[src/rtl/pile_pkg.sv]
// Shared constants and FSM encoding for the brick-stack keeper and its renderer.
package pile_pkg;

  localparam logic [2:0] HMAX = 3'd7;

  localparam logic [4:0] COUL_FOND   = 5'b00000;
  localparam logic [4:0] COUL_BRIQUE = 5'b10110;
  localparam logic [4:0] COUL_FLASH  = 5'b11111;

  typedef enum logic [1:0] {
    IDLE  = 2'd0,
    FLASH = 2'd1,
    SHIFT = 2'd2
  } etat_t;

endpackage

[src/rtl/rendu_pile.sv]
// Pixel renderer for the three-column stack: maps hpos/vpos to a brick cell and
// registers the resulting colour (one clock of latency).
module rendu_pile
  import pile_pkg::*;
#(
  parameter int X0        = 256,
  parameter int COL_SHIFT = 6,
  parameter int Y_BASE    = 480,
  parameter int ROW_SHIFT = 5
) (
  input  logic        clk,
  input  logic        reset,
  input  logic [2:0]  hauteur_gauche,
  input  logic [2:0]  hauteur_centre,
  input  logic [2:0]  hauteur_droite,
  input  logic [10:0] hpos,
  input  logic [10:0] vpos,
  input  logic        flash_row,
  output logic [4:0]  couleur
);

  logic signed [11:0] dx;
  logic signed [11:0] dy;
  logic [11:0]        col;
  logic [11:0]        row;
  logic               col_ok;
  logic               row_ok;
  logic [2:0]         hauteur_sel;
  logic               brique;
  logic [4:0]         couleur_next;

  // Negative offsets mark pixels left of the stack or below its floor.
  assign dx     = $signed({1'b0, hpos}) - $signed(12'(X0));
  assign dy     = $signed(12'(Y_BASE - 1)) - $signed({1'b0, vpos});
  assign col    = $unsigned(dx >>> COL_SHIFT);
  assign row    = $unsigned(dy >>> ROW_SHIFT);
  assign col_ok = !dx[11] && (col <= 12'd2);
  assign row_ok = !dy[11];

  always_comb begin
    hauteur_sel = 3'd0;
    case (col[1:0])
      2'd0:    hauteur_sel = hauteur_gauche;
      2'd1:    hauteur_sel = hauteur_centre;
      default: hauteur_sel = hauteur_droite;
    endcase
  end

  assign brique = col_ok && row_ok && (row < {9'd0, hauteur_sel});

  always_comb begin
    couleur_next = COUL_FOND;
    if (brique) begin
      if (flash_row && (row == 12'd0)) couleur_next = COUL_FLASH;
      else                             couleur_next = COUL_BRIQUE;
    end
  end

  // ---- stage p1: registered colour ----
  always_ff @(posedge clk or posedge reset) begin
    if (reset) couleur <= COUL_FOND;
    else       couleur <= couleur_next;
  end

endmodule

[src/rtl/pile_briques.sv]
// Stack keeper: column heights, bottom-row clear FSM with flash timed on pulse
// edges, full-stack flag and score. Score register built only with PILE_SCORE_EN.
module pile_briques
  import pile_pkg::*;
#(
  parameter int X0           = 256,
  parameter int COL_SHIFT    = 6,
  parameter int Y_BASE       = 480,
  parameter int ROW_SHIFT    = 5,
  parameter int FLASH_PULSES = 4
) (
  input  logic        clk,
  input  logic        reset,
  input  logic        PlusGauche,
  input  logic        PlusCentre,
  input  logic        PlusDroite,
  input  logic        pulse,
  input  logic [10:0] hpos,
  input  logic [10:0] vpos,
  output logic [2:0]  hauteurGauche,
  output logic [2:0]  hauteurCentre,
  output logic [2:0]  hauteurDroite,
  output logic        Efface,
  output logic        Plein,
  output logic [7:0]  Score,
  output logic [4:0]  Couleur
);

  etat_t      etat;
  etat_t      etat_next;
  logic       pulse_q;
  logic       pulse_edge;
  logic [3:0] cnt;
  logic       phase;
  logic       all_up;
  logic       shift_now;
  logic       flash_row;
  logic [2:0] next_gauche;
  logic [2:0] next_centre;
  logic [2:0] next_droite;

  // In the shift cycle the height is at least 1, so a landing strobe cancels the decrement.
  function automatic logic [2:0] next_height(input logic [2:0] h, input logic plus,
                                             input logic shift);
    if (shift)                  return h - 3'd1 + {2'b00, plus};
    else if (plus && h != HMAX) return h + 3'd1;
    else                        return h;
  endfunction

  assign pulse_edge = pulse & ~pulse_q;
  assign all_up     = (hauteurGauche != 3'd0) && (hauteurCentre != 3'd0)
                   && (hauteurDroite != 3'd0);
  assign shift_now  = (etat == SHIFT) && !Plein;

  assign next_gauche = next_height(hauteurGauche, PlusGauche, shift_now);
  assign next_centre = next_height(hauteurCentre, PlusCentre, shift_now);
  assign next_droite = next_height(hauteurDroite, PlusDroite, shift_now);

  always_ff @(posedge clk or posedge reset) begin
    if (reset) pulse_q <= 1'b0;
    else       pulse_q <= pulse;
  end

  // ---- stage p1: heights and full flag, frozen once the stack is full ----
  always_ff @(posedge clk or posedge reset) begin
    if (reset) begin
      hauteurGauche <= 3'd0;
      hauteurCentre <= 3'd0;
      hauteurDroite <= 3'd0;
      Plein         <= 1'b0;
    end else if (!Plein) begin
      hauteurGauche <= next_gauche;
      hauteurCentre <= next_centre;
      hauteurDroite <= next_droite;
      Plein         <= (next_gauche == HMAX) || (next_centre == HMAX)
                    || (next_droite == HMAX);
    end
  end

  always_ff @(posedge clk or posedge reset) begin
    if (reset) etat <= IDLE;
    else       etat <= etat_next;
  end

  always_comb begin
    etat_next = etat;
    case (etat)
      IDLE:    if (all_up) etat_next = FLASH;
      FLASH:   if (pulse_edge && (cnt == 4'(FLASH_PULSES - 1))) etat_next = SHIFT;
      SHIFT:   etat_next = IDLE;
      default: etat_next = IDLE;
    endcase
    if (Plein) etat_next = IDLE;
  end

  always_comb begin
    Efface    = (etat != IDLE) && !Plein;
    flash_row = (etat == FLASH) && phase && !Plein;
  end

  // Counter and phase idle at zero outside FLASH, so entry always starts fresh.
  always_ff @(posedge clk or posedge reset) begin
    if (reset) begin
      cnt   <= 4'd0;
      phase <= 1'b0;
    end else if (etat != FLASH) begin
      cnt   <= 4'd0;
      phase <= 1'b0;
    end else if (pulse_edge) begin
      cnt   <= cnt + 4'd1;
      phase <= ~phase;
    end
  end

`ifdef PILE_SCORE_EN
  logic [7:0] score_r;

  function automatic logic [7:0] sat_inc8(input logic [7:0] v);
    return (v == 8'hFF) ? v : v + 8'd1;
  endfunction

  always_ff @(posedge clk or posedge reset) begin
    if (reset)          score_r <= 8'd0;
    else if (shift_now) score_r <= sat_inc8(score_r);
  end

  assign Score = score_r;
`else
  assign Score = 8'd0;
`endif

  rendu_pile #(
    .X0       (X0),
    .COL_SHIFT(COL_SHIFT),
    .Y_BASE   (Y_BASE),
    .ROW_SHIFT(ROW_SHIFT)
  ) u_rendu (
    .clk           (clk),
    .reset         (reset),
    .hauteur_gauche(hauteurGauche),
    .hauteur_centre(hauteurCentre),
    .hauteur_droite(hauteurDroite),
    .hpos          (hpos),
    .vpos          (vpos),
    .flash_row     (flash_row),
    .couleur       (Couleur)
  );

endmodule

[config.mk]
export PLATFORM = sky130hd
export DESIGN_NAME = pile_briques
export DESIGN_NICKNAME = d
export VERILOG_FILES = /design/src/rtl/pile_pkg.sv /design/src/rtl/rendu_pile.sv /design/src/rtl/pile_briques.sv
export SDC_FILE = /design/constraint.sdc
export NUM_CORES = 1
export LEC_CHECK = 0
export BUFFER_PORTS_ARGS = -buffer_cell sky130_fd_sc_hd__buf_2
export CORE_UTILIZATION = 30
export DETAILED_ROUTE_END_ITERATION = 8
export SYNTH_ARGS = -nofsm -noshare
export SYNTH_HDL_FRONTEND = slang
export SYNTH_SLANG_ARGS = --single-unit
[constraint.sdc]
create_clock -name clk -period 1.5 [get_ports clk]
set_input_delay 0.075 -clock clk [delete_from_list [all_inputs] [get_ports clk]]
set_output_delay 0.075 -clock clk [all_outputs]
set_load 0.02 [all_outputs]
==> impl_metrics.xml, run 1 <==
<?xml version="1.0" encoding="UTF-8"?>
<metrics>
  <group name="clock_tree">
    <metric name="cts-htree-levels" unit="">1</metric>
    <metric name="number_of_clock_buffers_inserted_by_tritoncts" unit="">3</metric>
    <metric name="clock_insertion_delay_at_the_later_pin_of_the_skew_report" unit="ns">0.26</metric>
    <metric name="cts_tree" unit="">yes</metric>
    <metric name="clock_path_buffers" unit="">2</metric>
    <metric name="clk_transition_reported_paths" unit="ns">0.08</metric>
    <metric name="cts_sinks" unit="">20</metric>
    <metric name="clockRootBuffer" unit="">sky130_fd_sc_hd__clkbuf_8</metric>
  </group>
  <group name="hold_path">
    <metric name="holdPathStages" unit="">4</metric>
    <metric name="whs_endpoint" unit="">u_rendu.couleur[2]</metric>
    <metric name="worstHoldPathType" unit="">input port to flip-flop</metric>
    <metric name="hp-start" unit="">hpos[8]</metric>
  </group>
  <group name="drt">
    <metric name="routed-wl-met2" unit="um">1580</metric>
    <metric name="drc" unit="">0</metric>
    <metric name="route.met3.wl" unit="um">171</metric>
    <metric name="drt-total-wl" unit="um">3690</metric>
    <metric name="highest-signal-layer" unit="">met4</metric>
    <metric name="drtPass1Iterations" unit="">4</metric>
    <metric name="route.detailed.wl_per_inst" unit="um">12.2</metric>
    <metric name="detailroute.via_count" unit="">1421</metric>
    <metric name="drt_first_iter_violations" unit="">57</metric>
    <metric name="postRouteAntennaNets" unit="">0</metric>
    <metric name="wl_met1" unit="um">1870</metric>
    <metric name="route.detailed.vias_per_inst" unit="">4.69</metric>
  </group>
  <group name="layout">
    <metric name="regArea" unit="um2">510</metric>
    <metric name="antenna_diode_instance_count" unit="">0</metric>
    <metric name="final_cell_count_no_fill" unit="">303</metric>
    <metric name="area_delta_synth_final" unit="%">40.4</metric>
    <metric name="post-route-cell-area" unit="mm2">0.00221</metric>
    <metric name="fillerInstances" unit="">489</metric>
    <metric name="finalCoreUtilization" unit="%">45.3</metric>
    <metric name="final_layout_size_suffix_gt1_share" unit="%">43.6</metric>
    <metric name="final_nets" unit="">285</metric>
    <metric name="area_occupied_by_multi_input_gates" unit="mm2">0.00105</metric>
  </group>
  <group name="yosys">
    <metric name="synth.top_cells.by_count" unit="">21 x sky130_fd_sc_hd__nor2_1, 20 x sky130_fd_sc_hd__dfrtp_1, 20 x sky130_fd_sc_hd__ha_1</metric>
    <metric name="yosys_most_used_dff" unit="">sky130_fd_sc_hd__dfrtp_1</metric>
    <metric name="syn-instance-count" unit="">174</metric>
    <metric name="syn_avg_cell_area" unit="um2">9.05</metric>
    <metric name="synth-edff-count" unit="">0</metric>
    <metric name="ys_warn_count" unit="">0</metric>
    <metric name="synth.top_cells.by_area" unit="">sky130_fd_sc_hd__dfrtp_1 32%, sky130_fd_sc_hd__ha_1 16%, sky130_fd_sc_hd__buf_4 5.2%, sky130_fd_sc_hd__nor2_1 5.0%, sky130_fd_sc_hd__a21oi_1 4.1%</metric>
    <metric name="synthDominantCellAreaShare" unit="%">31.8</metric>
    <metric name="mappedNetlistArea" unit="mm2">0.00157</metric>
    <metric name="ys_async_sr_fraction" unit="%">100</metric>
    <metric name="synth_sequential_area_ratio" unit="%">31.8</metric>
    <metric name="netlist-cell-type-count" unit="">39</metric>
    <metric name="synth_seq_cells" unit="">20</metric>
    <metric name="synthMostInstantiatedCell" unit="">sky130_fd_sc_hd__nor2_1</metric>
    <metric name="synth_top_cell_by_area" unit="">sky130_fd_sc_hd__dfrtp_1</metric>
  </group>
  <group name="timing">
    <metric name="skew" unit="ns">0.00397</metric>
    <metric name="slew_headroom" unit="%">63.9</metric>
    <metric name="fin_max_slew_vios" unit="">0</metric>
    <metric name="setup_viol" unit="">5</metric>
    <metric name="fmax" unit="MHz">618</metric>
    <metric name="hold_viol_final" unit="">0</metric>
    <metric name="tightest_slew" unit="ns">0.542</metric>
    <metric name="layout_setup_ws" unit="ns">-0.119</metric>
    <metric name="period_minus_slack" unit="ns">1.62</metric>
    <metric name="setup-tns-final" unit="ns">-0.343</metric>
    <metric name="grt_setup_unrepaired" unit="">yes</metric>
    <metric name="period_utilization_post_route" unit="%">108</metric>
  </group>
  <group name="global_route">
    <metric name="pin_count_of_the_biggest_net_entering_global_routing" unit="">21</metric>
    <metric name="grt_antenna_before_repair" unit="">0</metric>
    <metric name="globalRouteTotalUtil" unit="%">14.0</metric>
    <metric name="grt_first_pass_wirelength" unit="um">5750</metric>
    <metric name="first_global_vias" unit="">1293</metric>
    <metric name="globalRoute.totalOverflow" unit="">0</metric>
  </group>
  <group name="power">
    <metric name="power_leakage" unit="nW">1.05</metric>
    <metric name="irDropWorstVdd" unit="mV">0.768</metric>
    <metric name="power" unit="W">0.00342</metric>
    <metric name="power.density_cell_area" unit="mW/mm2">1550</metric>
  </group>
  <group name="place">
    <metric name="global_placement_routability_congestion" unit="">0.776</metric>
    <metric name="place_area" unit="mm2">0.00198</metric>
    <metric name="place.port_buffers" unit="">32</metric>
    <metric name="hpwlAfterDp" unit="um">2810</metric>
    <metric name="place_inst" unit="">292</metric>
  </group>
  <group name="outcome">
    <metric name="run_status" unit="">complete, but fails checks</metric>
    <metric name="failed_checks" unit="">negative setup slack</metric>
  </group>
  <group name="setup_path">
    <metric name="regToRegStartpoint" unit="">hauteurGauche[1]</metric>
    <metric name="timing.reg2reg.worst_path_depth" unit="">7</metric>
    <metric name="endpoint_arrival_time_on_the_critical_path" unit="ns">1.83</metric>
    <metric name="critPathLaunchType" unit="">flip-flop</metric>
    <metric name="path_class" unit="">flip-flop to flip-flop</metric>
    <metric name="timing.critical_path.required" unit="ns">1.71</metric>
    <metric name="ff2ff_setup_slack" unit="ns">-0.12</metric>
    <metric name="max_fo_critical_path" unit="">3</metric>
    <metric name="reg2reg_to" unit="">u_rendu.couleur[3]</metric>
    <metric name="critPathCaptureType" unit="">flip-flop</metric>
  </group>
  <group name="floorplan">
    <metric name="die_area" unit="mm2">0.00554</metric>
    <metric name="core-area" unit="mm2">0.00488</metric>
    <metric name="fp-row-count" unit="">25</metric>
    <metric name="floorplan.initialDensity" unit="%">32.3</metric>
    <metric name="die_y" unit="um">74.4</metric>
    <metric name="die_width" unit="um">74.4</metric>
    <metric name="floorplan.io_pins" unit="">52</metric>
  </group>
  <group name="job">
    <metric name="number_of_max_cap_violations" unit="">0</metric>
  </group>
</metrics>
power by group:
part	internal, W	leakage (nW)	total, W	switching (W)
Sequential	0.000680	0.248	0.000828	0.000148
Combinational	0.00103	0.763	0.00204	0.00101
Clock	0.000356	0.0357	0.000547	0.000191
Total	0.00206	1.05	0.00342	0.00135
critical path, cell delays in order, from the launching register on:
cell                       delay [ns]
sky130_fd_sc_hd__dfrtp_2         0.43
sky130_fd_sc_hd__mux2i_1         0.13
sky130_fd_sc_hd__nor2_1          0.05
sky130_fd_sc_hd__a21oi_1         0.12
sky130_fd_sc_hd__ha_1            0.24
sky130_fd_sc_hd__o21a_1          0.18
sky130_fd_sc_hd__a221oi_2        0.23
sky130_fd_sc_hd__and3_1          0.18
cells by family (layout without fill, tap and decap cells):
| group | Yosys count | count (layout) | synth area share, % |
|---|---|---|---|
| compound gates | 38 | 38 | 16.2 |
| xor+xnor | 9 | 9 | 5.01 |
| fa+ha+maj | 20 | 20 | 15.9 |
| buf+inv | 31 | 86 | 10.7 |
| flops | 20 | 20 | 31.8 |
| mux | 6 | 6 | 4.13 |
| other cells | 1 | 8 | 0.238 |
| simple gates | 49 | 49 | 16.0 |
sequential cells by signal (all words and copies together) (netlist names):
| name | flops |
|---|---|
| pulse_q | 1 |
| hauteurGauche | 3 |
| hauteurCentre | 3 |
| phase | 1 |
| hauteurDroite | 3 |
| Plein | 1 |
| cnt | 4 |
| u_rendu.couleur | 2 |
| etat | 2 |
area by class of cell:
type / instances / share of cell area [%]
tap: 67 / 3.79
inverter: 15 / 2.66
sequential: 20 / 23.1
clock inverter: 1 / 1.36
timing repair buffer: 67 / 19.5
multi-input combinational: 130 / 47.7
clock buffer: 3 / 1.87
stage by stage:
stage | hold slack [ns] | worst slack, ns
after CTS | 0.203 | -0.121
after floorplan | 0.0383 | -0.0878
after global placement | 0.118 | -0.133
after detailed placement | 0.116 | -0.158
final | 0.208 | -0.119
after global routing | 0.217 | -0.218
layout by cell type (no fill, tap or decap), types with 4 or more instances in the layout:
cell	n
sky130_fd_sc_hd__conb_1	8
sky130_fd_sc_hd__nor2_1	18
sky130_fd_sc_hd__inv_1	13
sky130_fd_sc_hd__buf_2	32
sky130_fd_sc_hd__mux2i_1	5
sky130_fd_sc_hd__dfrtp_1	12
sky130_fd_sc_hd__nand2_1	5
sky130_fd_sc_hd__a21oi_2	4
sky130_fd_sc_hd__a21oi_1	9
sky130_fd_sc_hd__ha_1	15
sky130_fd_sc_hd__xnor2_1	6
sky130_fd_sc_hd__buf_4	32
sky130_fd_sc_hd__dfrtp_2	8
sky130_fd_sc_hd__o22ai_1	5
worst max-delay path by stage:
stage / startpoint / endpoint / slack [ns] / cells past startpoint
final: hauteurGauche[1] / u_rendu.couleur[3] / -0.12 / 7
after global routing: hauteurDroite[0] / Plein / -0.22 / 7
after CTS: hauteurCentre[1] / u_rendu.couleur[3] / -0.12 / 7
after detailed placement: hauteurDroite[0] / Plein / -0.16 / 6
after global placement: hauteurDroite[0] / Plein / -0.13 / 6
after floorplan: hauteurCentre[1] / u_rendu.couleur[3] / -0.09 / 7
what timing repair did:
item | 4_1_cts | 5_1_grt
gates cloned | 0 | 0
endpoints found under the setup margin | 8 | 11
hold buffers | 2 | 0
gates resized for setup | 8 | 17
setup buffers | 3 | 2
pin swaps | 3 | 8
endpoints found under the hold margin | 21 | 0
metal layers:
layer	vias to the layer above	track usage [%]
met5	-	0
met4	0	6.29
met1	656	19.7
met3	5	1.63
li1	720	-
met2	40	21.4
Power figures use the tool's default switching activity.
==> run 2: changes to the inputs <==
--- a/config.mk
+++ b/config.mk
@@ -8,6 +8,8 @@
 export BUFFER_PORTS_ARGS = -buffer_cell sky130_fd_sc_hd__buf_2
 export CORE_UTILIZATION = 30
 export DETAILED_ROUTE_END_ITERATION = 8
+export PLACE_DENSITY = 0.66
+export SETUP_SLACK_MARGIN = 0.05
 export SYNTH_ARGS = -nofsm -noshare
 export SYNTH_HDL_FRONTEND = slang
 export SYNTH_SLANG_ARGS = --single-unit
==> run 2 against run 1 <==
Effect of this change:
- highest routed layer unchanged
- cell count did not move
- wire length rose by 6.2%
- register-to-register slack worse by 0.05 ns
- combinational power increased by 16%
- the flow still finishes with violations (negative setup slack)
- via count hardly changed
- critical path type unchanged
- clock skew grew 0.0012 ns
- largest cell class unchanged
- fmax decreased by 3.0%
- non-clock buffer count unchanged
==> impl_metrics.xml, run 2 (synthesis results as in run 1) <==
<?xml version="1.0" encoding="UTF-8"?>
<metrics>
  <group name="drt">
    <metric name="drt-total-wl" unit="um">3920</metric>
    <metric name="route.detailed.wl_per_inst" unit="um">12.9</metric>
    <metric name="drt_first_iter_violations" unit="">51</metric>
    <metric name="postRouteAntennaNets" unit="">0</metric>
    <metric name="route.detailed.vias_per_inst" unit="">4.69</metric>
    <metric name="drc" unit="">0</metric>
    <metric name="detailroute.via_count" unit="">1420</metric>
    <metric name="drtPass1Iterations" unit="">4</metric>
  </group>
  <group name="timing">
    <metric name="hold_viol_final" unit="">0</metric>
    <metric name="fin_max_slew_vios" unit="">0</metric>
    <metric name="fmax" unit="MHz">599</metric>
    <metric name="period_utilization_post_route" unit="%">111</metric>
    <metric name="skew" unit="ns">0.00517</metric>
    <metric name="layout_setup_ws" unit="ns">-0.170</metric>
    <metric name="setup_viol" unit="">6</metric>
    <metric name="grt_setup_unrepaired" unit="">yes</metric>
    <metric name="setup-tns-final" unit="ns">-0.305</metric>
    <metric name="period_minus_slack" unit="ns">1.67</metric>
  </group>
  <group name="floorplan">
    <metric name="floorplan.io_pins" unit="">52</metric>
    <metric name="floorplan.initialDensity" unit="%">32.3</metric>
    <metric name="fp-row-count" unit="">25</metric>
    <metric name="die_area" unit="mm2">0.00554</metric>
    <metric name="core-area" unit="mm2">0.00488</metric>
    <metric name="die_y" unit="um">74.4</metric>
    <metric name="die_width" unit="um">74.4</metric>
  </group>
  <group name="setup_path">
    <metric name="critPathCaptureType" unit="">flip-flop</metric>
    <metric name="critPathLaunchType" unit="">flip-flop</metric>
    <metric name="timing.critical_path.required" unit="ns">1.69</metric>
    <metric name="ff2ff_setup_slack" unit="ns">-0.17</metric>
    <metric name="critical_path.top_delay_family" unit="">compound AO/OA/AOI/OAI gates</metric>
    <metric name="critPathSlowestCell" unit="">sky130_fd_sc_hd__dfrtp_2</metric>
    <metric name="worst-path-buf-inv" unit="">0</metric>
    <metric name="crit_path_cell_trace" unit="">mux2i_1 -&gt; nor2_1 -&gt; a21oi_1 -&gt; ha_1 -&gt; o21a_1 -&gt; a221oi_2 -&gt; and3_1</metric>
    <metric name="max_fo_critical_path" unit="">4</metric>
    <metric name="endpoint_arrival_time_on_the_critical_path" unit="ns">1.86</metric>
    <metric name="timing.critical_path.slowest_cell_delay" unit="ns">0.43</metric>
    <metric name="path_class" unit="">flip-flop to flip-flop</metric>
    <metric name="regToRegStartpoint" unit="">hauteurCentre[1]</metric>
    <metric name="critical_path.startpoint" unit="">hauteurCentre[1]</metric>
  </group>
  <group name="power">
    <metric name="power_frac_seq" unit="%">22.9</metric>
    <metric name="power.clock.fraction" unit="%">11.4</metric>
    <metric name="power" unit="W">0.00360</metric>
    <metric name="power_switching_share" unit="%">41.1</metric>
    <metric name="irDropWorstVdd" unit="mV">0.635</metric>
    <metric name="cell_internal_pwr" unit="W">0.00212</metric>
    <metric name="power_leakage" unit="nW">1.04</metric>
    <metric name="power.density_cell_area" unit="mW/mm2">1570</metric>
    <metric name="share_comb_of_total_power" unit="%">65.8</metric>
    <metric name="switchingPower" unit="W">0.00148</metric>
  </group>
  <group name="hold_path">
    <metric name="worstHoldPathType" unit="">input port to flip-flop</metric>
    <metric name="hp-start" unit="">hpos[10]</metric>
  </group>
  <group name="layout">
    <metric name="antenna_diode_instance_count" unit="">0</metric>
    <metric name="max_flop_register" unit="">cnt</metric>
    <metric name="final_nets" unit="">285</metric>
    <metric name="fillerInstances" unit="">467</metric>
    <metric name="finalCoreUtilization" unit="%">47.0</metric>
    <metric name="largest_reg_flops" unit="">4</metric>
    <metric name="final_layout_size_suffix_gt1_share" unit="%">49.2</metric>
    <metric name="final_cell_mix" unit="">32 x sky130_fd_sc_hd__buf_2, 30 x sky130_fd_sc_hd__buf_4, 17 x sky130_fd_sc_hd__nor2_1</metric>
    <metric name="mostFrequentLayoutCell" unit="">sky130_fd_sc_hd__buf_2</metric>
    <metric name="area_delta_synth_final" unit="%">45.6</metric>
  </group>
  <group name="clock_tree">
    <metric name="clockRootBuffer" unit="">sky130_fd_sc_hd__clkbuf_8</metric>
    <metric name="clk_transition_reported_paths" unit="ns">0.08</metric>
    <metric name="clock_insertion_delay_at_the_later_pin_of_the_skew_report" unit="ns">0.26</metric>
    <metric name="number_of_clock_buffers_inserted_by_tritoncts" unit="">3</metric>
    <metric name="cts-htree-levels" unit="">1</metric>
    <metric name="clock_path_buffers" unit="">2</metric>
    <metric name="cts_tree" unit="">yes</metric>
    <metric name="cts_sinks" unit="">20</metric>
  </group>
  <group name="global_route">
    <metric name="first_global_vias" unit="">1398</metric>
    <metric name="grt_antenna_before_repair" unit="">0</metric>
    <metric name="globalRouteTotalUtil" unit="%">14.8</metric>
    <metric name="globalRoute.totalOverflow" unit="">0</metric>
    <metric name="pin_count_of_the_biggest_net_entering_global_routing" unit="">21</metric>
    <metric name="grt_first_pass_wirelength" unit="um">6340</metric>
  </group>
  <group name="place">
    <metric name="hpwlAfterDp" unit="um">2900</metric>
    <metric name="global_placement_routability_congestion" unit="">0.868</metric>
    <metric name="dp_worst_setup_slack" unit="ns">-0.154</metric>
    <metric name="place.port_buffers" unit="">32</metric>
  </group>
  <group name="job">
    <metric name="number_of_max_cap_violations" unit="">0</metric>
  </group>
  <group name="outcome">
    <metric name="run_status" unit="">complete, but fails checks</metric>
    <metric name="failed_checks" unit="">negative setup slack</metric>
  </group>
</metrics>
[run 2: stage by stage]
stage	hold WS [ns]	area, um2	cells
after floorplan	0.0383	1660	181
after global placement	0.118	2000	292
after detailed placement	0.116	2000	292
after CTS	0.104	2170	301
after global routing	0.0982	2290	303
final	0.115	2290	303
[run 2: path summary, 6_finish.rpt]
check | endpoint | depth (start not counted)
setup reg to reg | u_rendu.couleur[3] | 7
setup / recovery | u_rendu.couleur[3] | 7
hold / removal | u_rendu.couleur[2] | 3
hold reg to reg | etat[0] | 1
max in group asynchronous | hauteurDroite[0] | 4
min in group asynchronous | etat[0] | 4
[run 2: layer usage]
| layer | wire length (um) | GRT usage, % | up-vias |
|---|---|---|---|
| met4 | 42 | 3.35 | 0 |
| met3 | 154 | 2.71 | 4 |
| met1 | 1850 | 19.7 | 656 |
| met5 | 0 | 0 | - |
| met2 | 1870 | 25.0 | 39 |
| li1 | - | - | 721 |
[run 2: power groups by stage]
| stage | Clock [W] | Sequential (W) | Combinational [W] |
|---|---|---|---|
| floorplan | 0 | 0.00100 | 0.000949 |
| global placement | 0 | 0.000812 | 0.00184 |
| detailed placement | 0 | 0.000821 | 0.00186 |
| CTS | 0.000426 | 0.000806 | 0.00213 |
| global route | 0.000452 | 0.000843 | 0.00260 |
| finish | 0.000409 | 0.000823 | 0.00237 |
[run 2: worst register-to-register path, stage by stage, from the launching register on]
cell and delay, ns:
sky130_fd_sc_hd__dfrtp_2 0.43, sky130_fd_sc_hd__mux2i_1 0.16, sky130_fd_sc_hd__nor2_1 0.06, sky130_fd_sc_hd__a21oi_1 0.13
sky130_fd_sc_hd__ha_1 0.25, sky130_fd_sc_hd__o21a_1 0.18, sky130_fd_sc_hd__a221oi_2 0.23, sky130_fd_sc_hd__and3_1 0.18
[run 2: area by class of cell]
class	count	area [um2]	share of cell area (%)
Multi-Input combinational cell	130	1140	49.9
Sequential cell	20	512	22.3
Timing Repair Buffer	67	439	19.2
Tap cell	67	83.8	3.66
Inverter	15	58.8	2.57
Clock buffer	4	55.1	2.40
[run 2: timing repair]
item / in CTS / in global routing
hold endpoints to repair: 21 / 0
setup buffers: 3 / 2
hold buffers: 2 / 0
pin swaps: 7 / 9
gates resized for setup: 17 / 24
setup endpoints to repair: 11 / 15
gates cloned: 0 / 0
